### src/rtl/diff_dec_pkg.sv
// rtl/diff_dec_pkg.sv - shared types and helpers for the differential frame decoder
// Purpose: FSM state type, default sync word, counter-width helper.
package diff_dec_pkg;

  typedef enum logic {
    HUNT   = 1'b0,
    LOCKED = 1'b1
  } state_t;

  localparam logic [7:0] SYNC_DEFAULT = 8'hA5;

  // Bits needed to hold values 0..n-1; never less than 1 so counters stay legal.
  function automatic int clog2(input int n);
    int r;
    r = 0;
    for (int k = 0; k < 32; k++) begin
      if ((1 << r) < n) r++;
    end
    return (r < 1) ? 1 : r;
  endfunction

endpackage

### src/rtl/diff_dec_fifo.sv
// rtl/diff_dec_fifo.sv - synchronous output FIFO for decoded words
// Purpose: stores completed words, presents the head word combinationally.
// Ports:
//   clk, reset        clock, synchronous active-high reset
//   push, push_data   write request and word
//   pop               read request (ignored when empty)
//   full, empty       occupancy flags
//   head              oldest word; holds its last value while empty
module diff_dec_fifo
  import diff_dec_pkg::*;
#(
  parameter int W     = 8,
  parameter int DEPTH = 4
) (
  input  logic         clk,
  input  logic         reset,
  input  logic         push,
  input  logic [W-1:0] push_data,
  input  logic         pop,
  output logic         full,
  output logic         empty,
  output logic [W-1:0] head
);

  localparam int AW = clog2(DEPTH);
  localparam int CW = clog2(DEPTH + 1);

  logic [W-1:0]  mem [DEPTH];
  logic [AW-1:0] wr_ptr;
  logic [AW-1:0] rd_ptr;
  logic [CW-1:0] count;
  logic [W-1:0]  last_head;
  logic          do_push;
  logic          do_pop;

  assign empty   = (count == '0);
  assign full    = (count == CW'(DEPTH));
  assign do_pop  = pop && !empty;
  // A pop on the same edge frees the slot, so a full FIFO still accepts.
  assign do_push = push && (!full || do_pop);
  assign head    = empty ? last_head : mem[rd_ptr];

  always_ff @(posedge clk) begin
    if (do_push) mem[wr_ptr] <= push_data;
  end

  always_ff @(posedge clk) begin
    if (reset) begin
      wr_ptr    <= '0;
      rd_ptr    <= '0;
      count     <= '0;
      last_head <= '0;
    end else begin
      if (do_push) wr_ptr <= wr_ptr + AW'(1);
      if (do_pop)  rd_ptr <= rd_ptr + AW'(1);
      unique case ({do_push, do_pop})
        2'b10:   count <= count + CW'(1);
        2'b01:   count <= count - CW'(1);
        default: count <= count;
      endcase
      if (!empty) last_head <= mem[rd_ptr];
    end
  end

endmodule

### src/rtl/diff_frame_decoder.sv
// rtl/diff_frame_decoder.sv - differential decode, sync hunt and frame deserialiser
// Purpose: undoes toggle encoding, locks on SYNC, emits FRAME_WORDS words per frame.
// Ports:
//   clk, reset          clock, synchronous active-high reset
//   in_valid, enc_in    qualified encoded line bit
//   out_valid/out_data  FIFO head (MSB = first received bit), out_ready pops
//   frame_active        high while locked
//   sync_det            one-cycle pulse after a sync match
//   overflow            sticky, a completed word was dropped
module diff_frame_decoder
  import diff_dec_pkg::*;
#(
  parameter int                WORD_W      = 8,
  parameter logic [WORD_W-1:0] SYNC        = WORD_W'(SYNC_DEFAULT),
  parameter int                FRAME_WORDS = 4,
  parameter int                FIFO_DEPTH  = 4
) (
  input  logic              clk,
  input  logic              reset,
  input  logic              in_valid,
  input  logic              enc_in,
  output logic              out_valid,
  output logic [WORD_W-1:0] out_data,
  input  logic              out_ready,
  output logic              frame_active,
  output logic              sync_det,
  output logic              overflow
);

  localparam int BW  = clog2(WORD_W);
  localparam int WCW = clog2(FRAME_WORDS + 1);

  state_t            state_q, state_d;
  logic              prev_enc;
  logic [WORD_W-1:0] sh_q, sh_d, sh_shift;
  logic [BW-1:0]     bit_cnt_q, bit_cnt_d;
  logic [WCW-1:0]    word_cnt_q, word_cnt_d, word_inc;
  logic              sync_det_d;
  logic              push;
  logic              pop;
  logic              fifo_full;
  logic              fifo_empty;
  logic              dec;

  assign dec      = enc_in ^ prev_enc;
  assign sh_shift = {sh_q[WORD_W-2:0], dec};
  assign word_inc = word_cnt_q + WCW'(1);

  always_comb begin
    state_d    = state_q;
    sh_d       = sh_q;
    bit_cnt_d  = bit_cnt_q;
    word_cnt_d = word_cnt_q;
    sync_det_d = 1'b0;
    push       = 1'b0;
    if (in_valid) begin
      sh_d = sh_shift;
      unique case (state_q)
        HUNT: begin
          // Sliding window: every new bit re-tests the last WORD_W bits.
          if (sh_shift == SYNC) begin
            state_d    = LOCKED;
            bit_cnt_d  = '0;
            word_cnt_d = '0;
            sync_det_d = 1'b1;
          end
        end
        LOCKED: begin
          if (bit_cnt_q == BW'(WORD_W - 1)) begin
            push       = 1'b1;
            bit_cnt_d  = '0;
            word_cnt_d = word_inc;
            if (word_inc == WCW'(FRAME_WORDS)) begin
              state_d = HUNT;
              sh_d    = '0;
            end
          end else begin
            bit_cnt_d = bit_cnt_q + BW'(1);
          end
        end
        default: state_d = HUNT;
      endcase
    end
  end

  always_ff @(posedge clk) begin
    if (reset) begin
      state_q    <= HUNT;
      prev_enc   <= 1'b0;
      sh_q       <= '0;
      bit_cnt_q  <= '0;
      word_cnt_q <= '0;
      sync_det   <= 1'b0;
      overflow   <= 1'b0;
    end else begin
      if (in_valid) prev_enc <= enc_in;
      state_q    <= state_d;
      sh_q       <= sh_d;
      bit_cnt_q  <= bit_cnt_d;
      word_cnt_q <= word_cnt_d;
      sync_det   <= sync_det_d;
      // Dropped words still advance the frame counters above.
      if (push && fifo_full && !pop) overflow <= 1'b1;
    end
  end

  assign pop          = out_valid && out_ready;
  assign out_valid    = !fifo_empty;
  assign frame_active = (state_q == LOCKED);

  diff_dec_fifo #(
    .W     (WORD_W),
    .DEPTH (FIFO_DEPTH)
  ) u_fifo (
    .clk       (clk),
    .reset     (reset),
    .push      (push),
    .push_data (sh_shift),
    .pop       (pop),
    .full      (fifo_full),
    .empty     (fifo_empty),
    .head      (out_data)
  );

endmodule

### config.mk
export PLATFORM = sky130hd
export DESIGN_NAME = diff_frame_decoder
export DESIGN_NICKNAME = d
export VERILOG_FILES = /design/src/rtl/diff_dec_pkg.sv /design/src/rtl/diff_dec_fifo.sv /design/src/rtl/diff_frame_decoder.sv
export SDC_FILE = /design/constraint.sdc
export NUM_CORES = 1
export LEC_CHECK = 0
export BUFFER_PORTS_ARGS = -buffer_cell sky130_fd_sc_hd__buf_2
export CORE_UTILIZATION = 45
export CTS_BUF_LIST = sky130_fd_sc_hd__clkbuf_2
export DETAILED_ROUTE_END_ITERATION = 8
export PLACE_DENSITY = 0.7
export SLEW_MARGIN = 20
export SYNTH_ARGS = -nofsm -noshare
export SYNTH_HDL_FRONTEND = slang
export SYNTH_SLANG_ARGS = --single-unit
### constraint.sdc
create_clock -name clk -period 4 [get_ports clk]
set_input_delay 0.6 -clock clk [delete_from_list [all_inputs] [get_ports clk]]
set_output_delay 0.6 -clock clk [all_outputs]
set_load 0.01 [all_outputs]
# Word-level counts from Yosys, hierarchy flattened
# Memory sizes are Yosys's and may differ from the RTL's. A register that Yosys moved wholly into a read port is not among the register bits.
# Index checks and enable logic that the tools add are counted.
# totals
regBits	32
ram_bits	32
out_inout_bits	12
mem_count	1
# op_classes
add_sub_neg	6
eq_ne	8
mux	21
bitwise_logic	3
n_reduce_logical	14
# memory_table
memory	depth	width	read_ports	rd_ports_with_merged_regs	write_ports	line_no	text
u_fifo.mem	4	8	1	1	1	diff_dec_fifo.sv:28	logic [W-1:0] mem [DEPTH];
# op_table
op	n
$mux 7	3
$pmux 3 s2	3
$add 3x1->3 const B	3
$eq 3x3->1 const B	3
$mux 3	3
$eq 8x8->1 const B	1
$mux 1	8
$mux 8	1
$logic_and 1x1->1	5
$add 2x1->2 const B	2
$mux 2	2
$logic_not 1->1	3
$logic_not 3->1	1
$reduce_and 3->1	1
$reduce_or 3->1	1
$sub 3x1->3 const B	1
$eq 2x1->1 const B	1
$eq 2x2->1 const B	1
$ne 2x1->1 const B	1
$ne 2x2->1 const B	1
$not 1->1	2
$pmux 1 s2	1
$reduce_and 2->1	1
$reduce_bool 2->1	1
2 further kinds	2

# Depth between registers and ports, before layout
# Gate-level depths: netlist (run 1).
# depth
depth_word	8
depth_mapped	11
depth_no_buf	11

# Cells and area by module
# From an unflattened synthesis (run 1), not the netlist that was laid out.
# hier_totals
hier_cells	230
hier_area_um2	2834.0
# by_module_without_submodules
mod	instances	cells_each	area_each_um2	seq_area_each_um2
diff_dec_fifo	1	142	1990.7	1301.2
diff_frame_decoder	1	88	843.3	340.3

# Worst setup path after synthesis (run 1)
# No wires, ideal clock.
# synth_path
path_type	input port to flip-flop
startpoint	input port out_ready
endpoint	register u_fifo.count[2]
setup_ns	0.071
t_arrival_ns	2.159
required_ns	3.929
setup_slack_ns	1.771
path_stages	9
cell_sequence	nor4b_2 -> nor2_1 -> inv_1 -> ha_1 -> inv_1 -> fa_1 -> xor2_1 -> or3_1 -> a21oi_1
# synth_via
elab_chain_cells	6
# synth_lines
element	line_no	text
start, declared	diff_frame_decoder.sv:24	input logic out_ready,
$logic_and 1x1->1 (*)	diff_frame_decoder.sv:107	assign pop = out_valid && out_ready;
$logic_and 1x1->1 (*)	diff_dec_fifo.sv:38	assign do_pop = pop && !empty;
$logic_or 1x1->1	diff_dec_fifo.sv:40	assign do_push = push && (!full || do_pop);
$logic_and 1x1->1	diff_dec_fifo.sv:40	
$eq 2x1->1 / $eq 2x2->1 (equally long branches)	diff_dec_fifo.sv:56	unique case ({do_push, do_pop})
$pmux 3 s2 / $reduce_bool 2->1 (equally long branches)	-	
end signal, assigned	diff_dec_fifo.sv:57	2'b10: count <= count + CW'(1);
end signal, assigned	diff_dec_fifo.sv:58	2'b01: count <= count - CW'(1);
end signal, assigned	diff_dec_fifo.sv:59	default: count <= count;
end, declared	diff_dec_fifo.sv:31	logic [CW-1:0] count;
# Mark *: on every way between the ends. The rest lies on a longest branch, timed or not.
# A chain may end at the register's enable or synchronous reset.

==> results of run 1 <==
sequential cells by signal, indices dropped and copies added, names as in the netlist, named ones only:
name and count:
prev_enc 1, frame_active 1, u_fifo.count 3, sh_q 7
u_fifo.mem 32, word_cnt_q 3, u_fifo.wr_ptr 2, sync_det 1
u_fifo.last_head 8, u_fifo.rd_ptr 2, bit_cnt_q 3, overflow 1
through the flow:
stage          total power, mW  hold WS (ns)
6_report                  1.04         0.357
5_1_grt                   1.08         0.329
4_1_cts                   1.06         0.321
3_5_place_dp             0.746         0.465
3_3_place_gp             0.745         0.461
2_1_floorplan            0.738         0.474
kinds of logic (layout without fill, tap and decap cells):
family                   count (synthesis)  count (layout)  synth area share (%)
buffers and inverters                   21              44                  3.62
multiplexers                            22              22                  12.0
flip-flops                              66              66                  59.4
AND/OR/NAND/NOR                         55              55                  11.7
AO/OA/AOI/OAI                           25              25                  6.25
XOR/XNOR                                 7               7                  2.22
adder cells (fa/ha/maj)                 10              10                  4.80
layout make-up:
class                   instances  area (um2)
well taps                      75        93.8
clock buffers                  13        65.1
inverters                      12        45.0
repair buffers                 16        80.1
multi-input cells             119        1020
clock inverters                 3        16.3
flip-flops and latches         66        1640
fillers                       548        2960
worst max-delay path by stage:
stage	startpoint	end	slack [ns]	cells after the start
after floorplan	out_ready	u_fifo.count[2]	1.77	9
after global placement	out_ready	u_fifo.count[2]	1.57	10
after detailed placement	out_ready	u_fifo.count[2]	1.52	10
after CTS	flop	out_data[0]	1.14	3
after global routing	flop	out_data[3]	1.03	3
final	flop	out_data[3]	1.23	3
synthesized netlist by cell type, types with 5 or more instances:
cell and count:
nor2_1 13, o311ai_0 5, nand2_1 6, mux2_2 8, dfxtp_1 34, xor2_1 5
mux2i_1 6, a21oi_1 8, mux4_2 8, ha_1 9, and2_1 9, nand3_1 9
inv_1 12, edfxtp_1 32, and3_1 5
routing by layer:
metal	part of all wire [%]	track usage (%)	wire length [um]
met1	46	18.8	2040
met2	47	24.4	2080
met3	4.3	5.34	189
met4	2.2	9.64	96
met5	0	0	0
power breakdown:
| part | switching (mW) | leakage, nW | internal [mW] |
|---|---|---|---|
| logic | 0.0146 | 0.497 | 0.00598 |
| clock network | 0.220 | 0.0596 | 0.0894 |
| registers | 0.00308 | 0.572 | 0.707 |
| total | 0.238 | 1.13 | 0.803 |
worst max-delay path, delay by kind of cell (launching register included):
kind / cells / cell delay [ns]
mux: 2 / 0.84
buf+inv: 1 / 0.14
flops: 1 / 0.69
==> flow_summary.ini, run 1 <==
[clock_network]
cts.repair.resized = 0
clkLatencyLatePin_ns = 0.49
ctsLongestPathBuffers = 2
cts_tree = done
cts.reportedPaths.clkPinSlew_ns = 0.17
postCtsHoldBufs = 0
cts-buffers-inserted = 9
cts_post_setup_buffers_inserted = 0
root_buffer = clkbuf_2
cts_num_sinks = 66
cts_htree_levels = 3

[sta]
setup_viol = 0
timing.final.max_slew_violations = 0
worst_rel_slew_slack_pct = 58.7
fin_setup_tns_ns = 0
transition_time_of_the_tightest_slew_check_pin_ns = 0.615
layout_setup_ws_ns = 1.23
rsz0062_at_grt = no
min_period_over_period_pct = 69.2
hold_viol_final = 0
layout_min_cycle_time_ns = 2.77
clock_skew_ns = 0.0242
fmax_mhz = 361

[synthesis]
synth_warnings = 0
synth.yosys.seq_area_share_pct = 59.4
synth.distinct_cells = 39
postSynthNetCount = 221
synth_largest_type_area_fraction_pct = 34.8
synth-edff-count = 32
ys_seq_elements = 66
synth_top_area_cell = edfxtp_1
synth_area_um2 = 2760
postSynthAreaPerCell_um2 = 13.4
postSynth.topFlopCell = dfxtp_1
syn-instance-count = 206
ys_top_cells_by_area = edfxtp_1 (35%), dfxtp_1 (25%), mux4_2 (6.5%)
async_reset_ff_share_pct = 0

[place]
portBuffers = 16
detailed_place.area_um2 = 2880
dpl_worst_slack_ns = 1.52
place_congestion = 0.792
number_of_instances_in_the_placed_design = 288
detailedPlacementHpwl_mm = 3.04

[final_layout]
layout-drive-gt1-share_pct = 21.8
flow.area_growth_from_synthesis_pct = 7.25
antenna_diode_instance_count = 0
fin_cells = 304
finalInstanceArea_um2 = 2960
layout.cells.most_common = dfxtp_1
final_nets = 239
layout_common_cells = dfxtp_1 (34), edfxtp_1 (32), buf_2 (16)
layout.core_utilization_pct = 50.0

[route]
dr.first_iter.drc_count = 72
post_drt_via_cell_ratio = 5.32
detail_route.first_pass.iterations = 4
detailroute.via_count = 1617
routed_wirelength_mm = 4.41
remaining_drcs = 0
routedWlPerCell_um = 14.5
drt.antenna.violating_nets = 0

[worst_setup_path]
worstPathCellList = mux4_2 > mux2_2 > buf_2
crit_type = flop to output pin
crit-reg2reg-capture = u_fifo.count[2]
worst_setup_path_end_kind = output pin
timing.critical_path.slowest_cell_delay_ns = 0.69
worstRegToRegCells = 11
critical_path_startpoint_category = flop
cp_max_fo = 8
cp_data_arrival_time_ns = 2.17
regToRegStartpoint = bit_cnt_q[0]
setup.reg_to_reg.worst_slack_ns = 1.66
crit_path_top_delay_cell = dfxtp_1
cp_required_ns = 3.40

[floorplan]
die_width_um = 80.3
io-pin-count = 17
floorplan.initialDensity_pct = 46.6
rows = 28
core-area_um2 = 5920
die_height_um = 80.3
die_area_um2 = 6450

[grt]
grt.overflow.total = 0
antenna_found_initial = 0
grt_usage_pct = 15.8
largest_net_degree_at_the_start_of_global_routing = 23
first_global_vias = 1521
grt_first_pass_wirelength_mm = 7.22

[worst_hold_path]
hold_path_class = input port to flop
min-delay-start = enc_in
hold-path-endpoint = prev_enc
min_delay_path_depth = 3

[run]
cap_viol_max_count = 0

[pwr]
vdd_ir_drop_max_mv = 0.159
power_density_normalized_to_cell_area_nw_per_um2 = 351
power.leakage_nw = 1.13

[status]
run_status = finished, final reports clean
Power figures use the tool's default switching activity.
==> inputs of run 2 (changes only) <==
clock period = 2.6 ns   (was 4 ns; I/O delays follow)
==> flow_summary.ini, run 2 (same netlist as run 1, synthesis figures left out) <==
[status]
run_status = finished, final reports clean

[final_layout]
largest_register_ff_count = 32
layout-drive-gt1-share_pct = 22.5
layout_common_cells = dfxtp_1 (34), edfxtp_1 (32), buf_2 (16)
largestRegisters = u_fifo.mem x32, u_fifo.last_head x8, sh_q x7
fillerInstances = 521
final_nets = 241
layout.core_utilization_pct = 51.6
layout.cells.most_common = dfxtp_1
regMostFlops = u_fifo.mem
antenna_diode_instance_count = 0
flow.area_growth_from_synthesis_pct = 10.7

[sta]
setup_viol = 0
transition_time_of_the_tightest_slew_check_pin_ns = 0.611
rsz0062_at_grt = no
layout_min_cycle_time_ns = 2.35
min_period_over_period_pct = 90.5
clock_skew_ns = 0.0268
layout_setup_ws_ns = 0.247
timing.final.max_slew_violations = 0
hold_viol_final = 0
fmax_mhz = 425
timing.hold.ws_ns = 0.157
fin_setup_tns_ns = 0
worst_rel_slew_slack_pct = 59.0

[pwr]
p_int_mw = 1.51
power_density_normalized_to_cell_area_nw_per_um2 = 627
clock_power_share_pct = 41.3
combinationalPowerShare_pct = 1.6
p_total_mw = 1.92
power.sequential.fraction_pct = 57.1
net_switching_component_of_the_power_mw = 0.402
vdd_ir_drop_max_mv = 0.339
power.leakage_nw = 1.17
switching_share_pct = 21.0

[place]
dpl_worst_slack_ns = 0.277
place_congestion = 0.766
detailedPlacementHpwl_mm = 3.05
portBuffers = 16

[clock_network]
cts-buffers-inserted = 9
cts_htree_levels = 3
clkLatencyLatePin_ns = 0.48
cts.reportedPaths.clkPinSlew_ns = 0.19
postCtsHoldBufs = 0
cts_num_sinks = 66
cts_tree = done
root_buffer = clkbuf_2
cts_post_setup_buffers_inserted = 0
ctsLongestPathBuffers = 2
cts.repair.resized = 0

[worst_hold_path]
hold_path_class = input port to flop
min-delay-start = enc_in

[worst_setup_path]
cp_max_fo = 8
cp_data_arrival_time_ns = 1.96
critical_path_startpoint_category = flop
crit_type = flop to output pin
regToRegStartpoint = bit_cnt_q[0]
worst_setup_path_end_kind = output pin
timing.critical_path.slowest_cell_delay_ns = 0.53
crit_path_top_delay_cell = mux4_2
cp_required_ns = 2.21
worstPathCellList = buf_4 > mux4_2 > mux2_2 > buf_2

[grt]
first_global_vias = 1552
grt_first_pass_wirelength_mm = 7.53
grt_usage_pct = 16.4
antenna_found_initial = 0
largest_net_degree_at_the_start_of_global_routing = 23
grt.overflow.total = 0

[floorplan]
die_width_um = 80.3
core-area_um2 = 5920
die_area_um2 = 6450
rows = 28
floorplan.initialDensity_pct = 46.6
io-pin-count = 17
die_height_um = 80.3

[route]
dr.first_iter.drc_count = 39
drt.antenna.violating_nets = 0
routed_wirelength_mm = 4.59
post_drt_via_cell_ratio = 5.35
routedWlPerCell_um = 15.0
detailroute.via_count = 1637
detail_route.first_pass.iterations = 4
remaining_drcs = 0

[run]
cap_viol_max_count = 0
[run 2: critical path, delay by kind of cell, from the launching register on]
family                 cells  cell delay (ns)
DFF                        1             0.35
buffers and inverters      2             0.34
muxes                      2             0.81
[run 2: path summary, 6_finish.rpt]
| kind | to | slack (ns) | cells after the start |
|---|---|---|---|
| setup reg to reg | u_fifo.count[2] | 0.25 | 11 |
| setup / recovery | out_data[4] | 0.25 | 4 |
| hold / removal | prev_enc | 0.16 | 3 |
| hold reg to reg | bit_cnt_q[1] | 0.52 | 2 |
[run 2: per-stage QoR]
step	cell area [um2]	instances
6_report	3060	306
5_1_grt	3060	306
4_1_cts	3060	306
3_5_place_dp	2900	290
3_3_place_gp	2900	290
2_1_floorplan	2760	206
[run 2: routing by layer]
layer,global-route usage [%],part of all wire (%)
met2,25.8,49
met4,8.21,1.6
met3,5.23,3.8
met1,20.1,45
met5,0,0
[run 2: power groups by stage]
stage,Clock [mW],Sequential [mW],Combinational (mW)
floorplan,0,1.11,0.0212
global placement,0,1.11,0.0318
detailed placement,0,1.12,0.0323
CTS,0.815,1.09,0.0322
global route,0.859,1.09,0.0352
finish,0.791,1.09,0.0316
[run 2: area by class of cell]
class,instances,area (um2),share of cell area [%]
clock inverters,7,116,3.81
repair buffers,18,95.1,3.11
well taps,75,93.8,3.07
inverters,12,45.0,1.47
clock buffers,9,45.0,1.47
multi-input cells,119,1020,33.4
flip-flops and latches,66,1640,53.7
==> inputs of run 3 (changes only) <==
PLACE_DENSITY = 0.72   (was 0.7)
clock period = 1.9 ns   (was 2.6 ns; I/O delays follow)
==> flow_summary.ini, run 3 (same netlist as run 1, synthesis figures left out) <==
[clock_network]
root_buffer = clkbuf_2
cts_num_sinks = 66
cts-buffers-inserted = 9
cts.reportedPaths.clkPinSlew_ns = 0.18
cts_htree_levels = 3
clkLatencyLatePin_ns = 0.49
ctsLongestPathBuffers = 2
cts_tree = done
cts_post_setup_buffers_inserted = 0

[sta]
timing.final.max_slew_violations = 0
min_period_over_period_pct = 116
transition_time_of_the_tightest_slew_check_pin_ns = 0.635
clock_skew_ns = 0.0173
setup_viol = 10
worst_rel_slew_slack_pct = 57.3
fmax_mhz = 454
layout_setup_ws_ns = -0.303
layout_min_cycle_time_ns = 2.20
timing.hold.ws_ns = 0.0692
hold_viol_final = 0
rsz0062_at_grt = yes

[worst_setup_path]
worstRegToRegCells = 11
cp_common_cell = buf_6
crit_type = flop to output pin
regToRegStartpoint = bit_cnt_q[0]
crit-reg2reg-capture = u_fifo.count[2]
worst_setup_path_end_kind = output pin
cp_max_fo = 5
worstPathCellList = buf_6 > mux4_2 > mux2_4 > buf_6
crit_path_top_delay_cell = mux4_2
timing.critical_path.slowest_cell_delay_ns = 0.51
setup.reg_to_reg.worst_slack_ns = -0.17
cp_data_arrival_time_ns = 1.92
critical_path_startpoint_category = flop
cp_required_ns = 1.62

[run]
cap_viol_max_count = 0

[floorplan]
die_area_um2 = 6450
floorplan.initialDensity_pct = 46.6
die_height_um = 80.3
die_width_um = 80.3
core-area_um2 = 5920
io-pin-count = 17
rows = 28

[place]
place_congestion = 0.814
detailedPlacementHpwl_mm = 3.39
dpl_worst_slack_ns = -0.124
detailed_place.area_um2 = 3140
portBuffers = 16
number_of_instances_in_the_placed_design = 311

[grt]
grt_usage_pct = 17.0
first_global_vias = 1637
grt.overflow.total = 0
largest_net_degree_at_the_start_of_global_routing = 23
antenna_found_initial = 0
grt_first_pass_wirelength_mm = 7.85

[route]
routedWlPerCell_um = 14.8
routed_wirelength_mm = 4.85
remaining_drcs = 0
drt.antenna.violating_nets = 0
post_drt_via_cell_ratio = 5.33
detail_route.first_pass.iterations = 4
detailroute.via_count = 1744
dr.first_iter.drc_count = 47

[final_layout]
layout.cells.most_common = edfxtp_1
antenna_diode_instance_count = 0
fillerInstances = 490
finalInstanceArea_um2 = 3350
flow.area_growth_from_synthesis_pct = 21.3
largest_register_ff_count = 32
largestRegisters = u_fifo.mem x32, u_fifo.last_head x8, sh_q x7
layout.core_utilization_pct = 56.6
regMostFlops = u_fifo.mem
layout_common_cells = edfxtp_1 (32), dfxtp_1 (29), buf_4 (16)
layout-drive-gt1-share_pct = 33.7
fin_cells = 327
area.sequential_um2 = 1650
multi_input_area_um2 = 1100
final_nets = 262

[pwr]
vdd_ir_drop_max_mv = 0.354
power_density_normalized_to_cell_area_nw_per_um2 = 704
power.leakage_nw = 1.30

[status]
run_status = complete, but fails checks
violated_checks = setup timing

[worst_hold_path]
min_delay_path_depth = 3
hold_path_class = input port to flop
hold-path-endpoint = prev_enc
min-delay-start = enc_in
## run 3: per-stage QoR
step | power, mW | setup TNS (ns)
after floorplan | 1.55 | -0.0821
after global placement | 1.57 | -0.0870
after detailed placement | 1.58 | -0.134
after CTS | 2.39 | -2.88
after global routing | 2.45 | -3.66
final | 2.36 | -2.44
## run 3: metal layers
layer  GRT usage, %  wire length (um)
met4           8.57               113
met2           27.2              2390
met5              0                 0
met3           4.77               142
met1           20.9              2210
## run 3: worst max-delay path, delay by kind of cell (launching register included)
kind / cells / cell delay, ns
buffers and inverters: 2 / 0.25
muxes: 2 / 0.80
DFF: 1 / 0.38
## run 3: layout make-up
| type | count | share of cell area [%] |
|---|---|---|
| multi-input combinational | 119 | 32.7 |
| tap | 75 | 2.80 |
| clock buffer | 9 | 1.35 |
| clock inverter | 7 | 2.06 |
| inverter | 12 | 1.35 |
| sequential | 66 | 49.2 |
| timing repair buffer | 39 | 10.5 |
## run 3: timing repair
item,CTS,global route
gates resized for setup,14,9
endpoints found under the setup margin,10,11
pin swaps,1,0
hold buffers,0,0
## run 3: power breakdown
| part | switching [mW] | total (mW) | internal, mW |
|---|---|---|---|
| sequential | 0.00675 | 1.50 | 1.49 |
| combinational | 0.0334 | 0.0487 | 0.0153 |
| clock | 0.510 | 0.811 | 0.302 |
## run 3: worst max-delay path by stage
stage,end,slack [ns]
finish,out_data[6],-0.30
global route,out_data[6],-0.42
CTS,out_data[5],-0.36
detailed placement,u_fifo.count[2],-0.12
global placement,u_fifo.count[2],-0.09
floorplan,u_fifo.count[2],-0.08
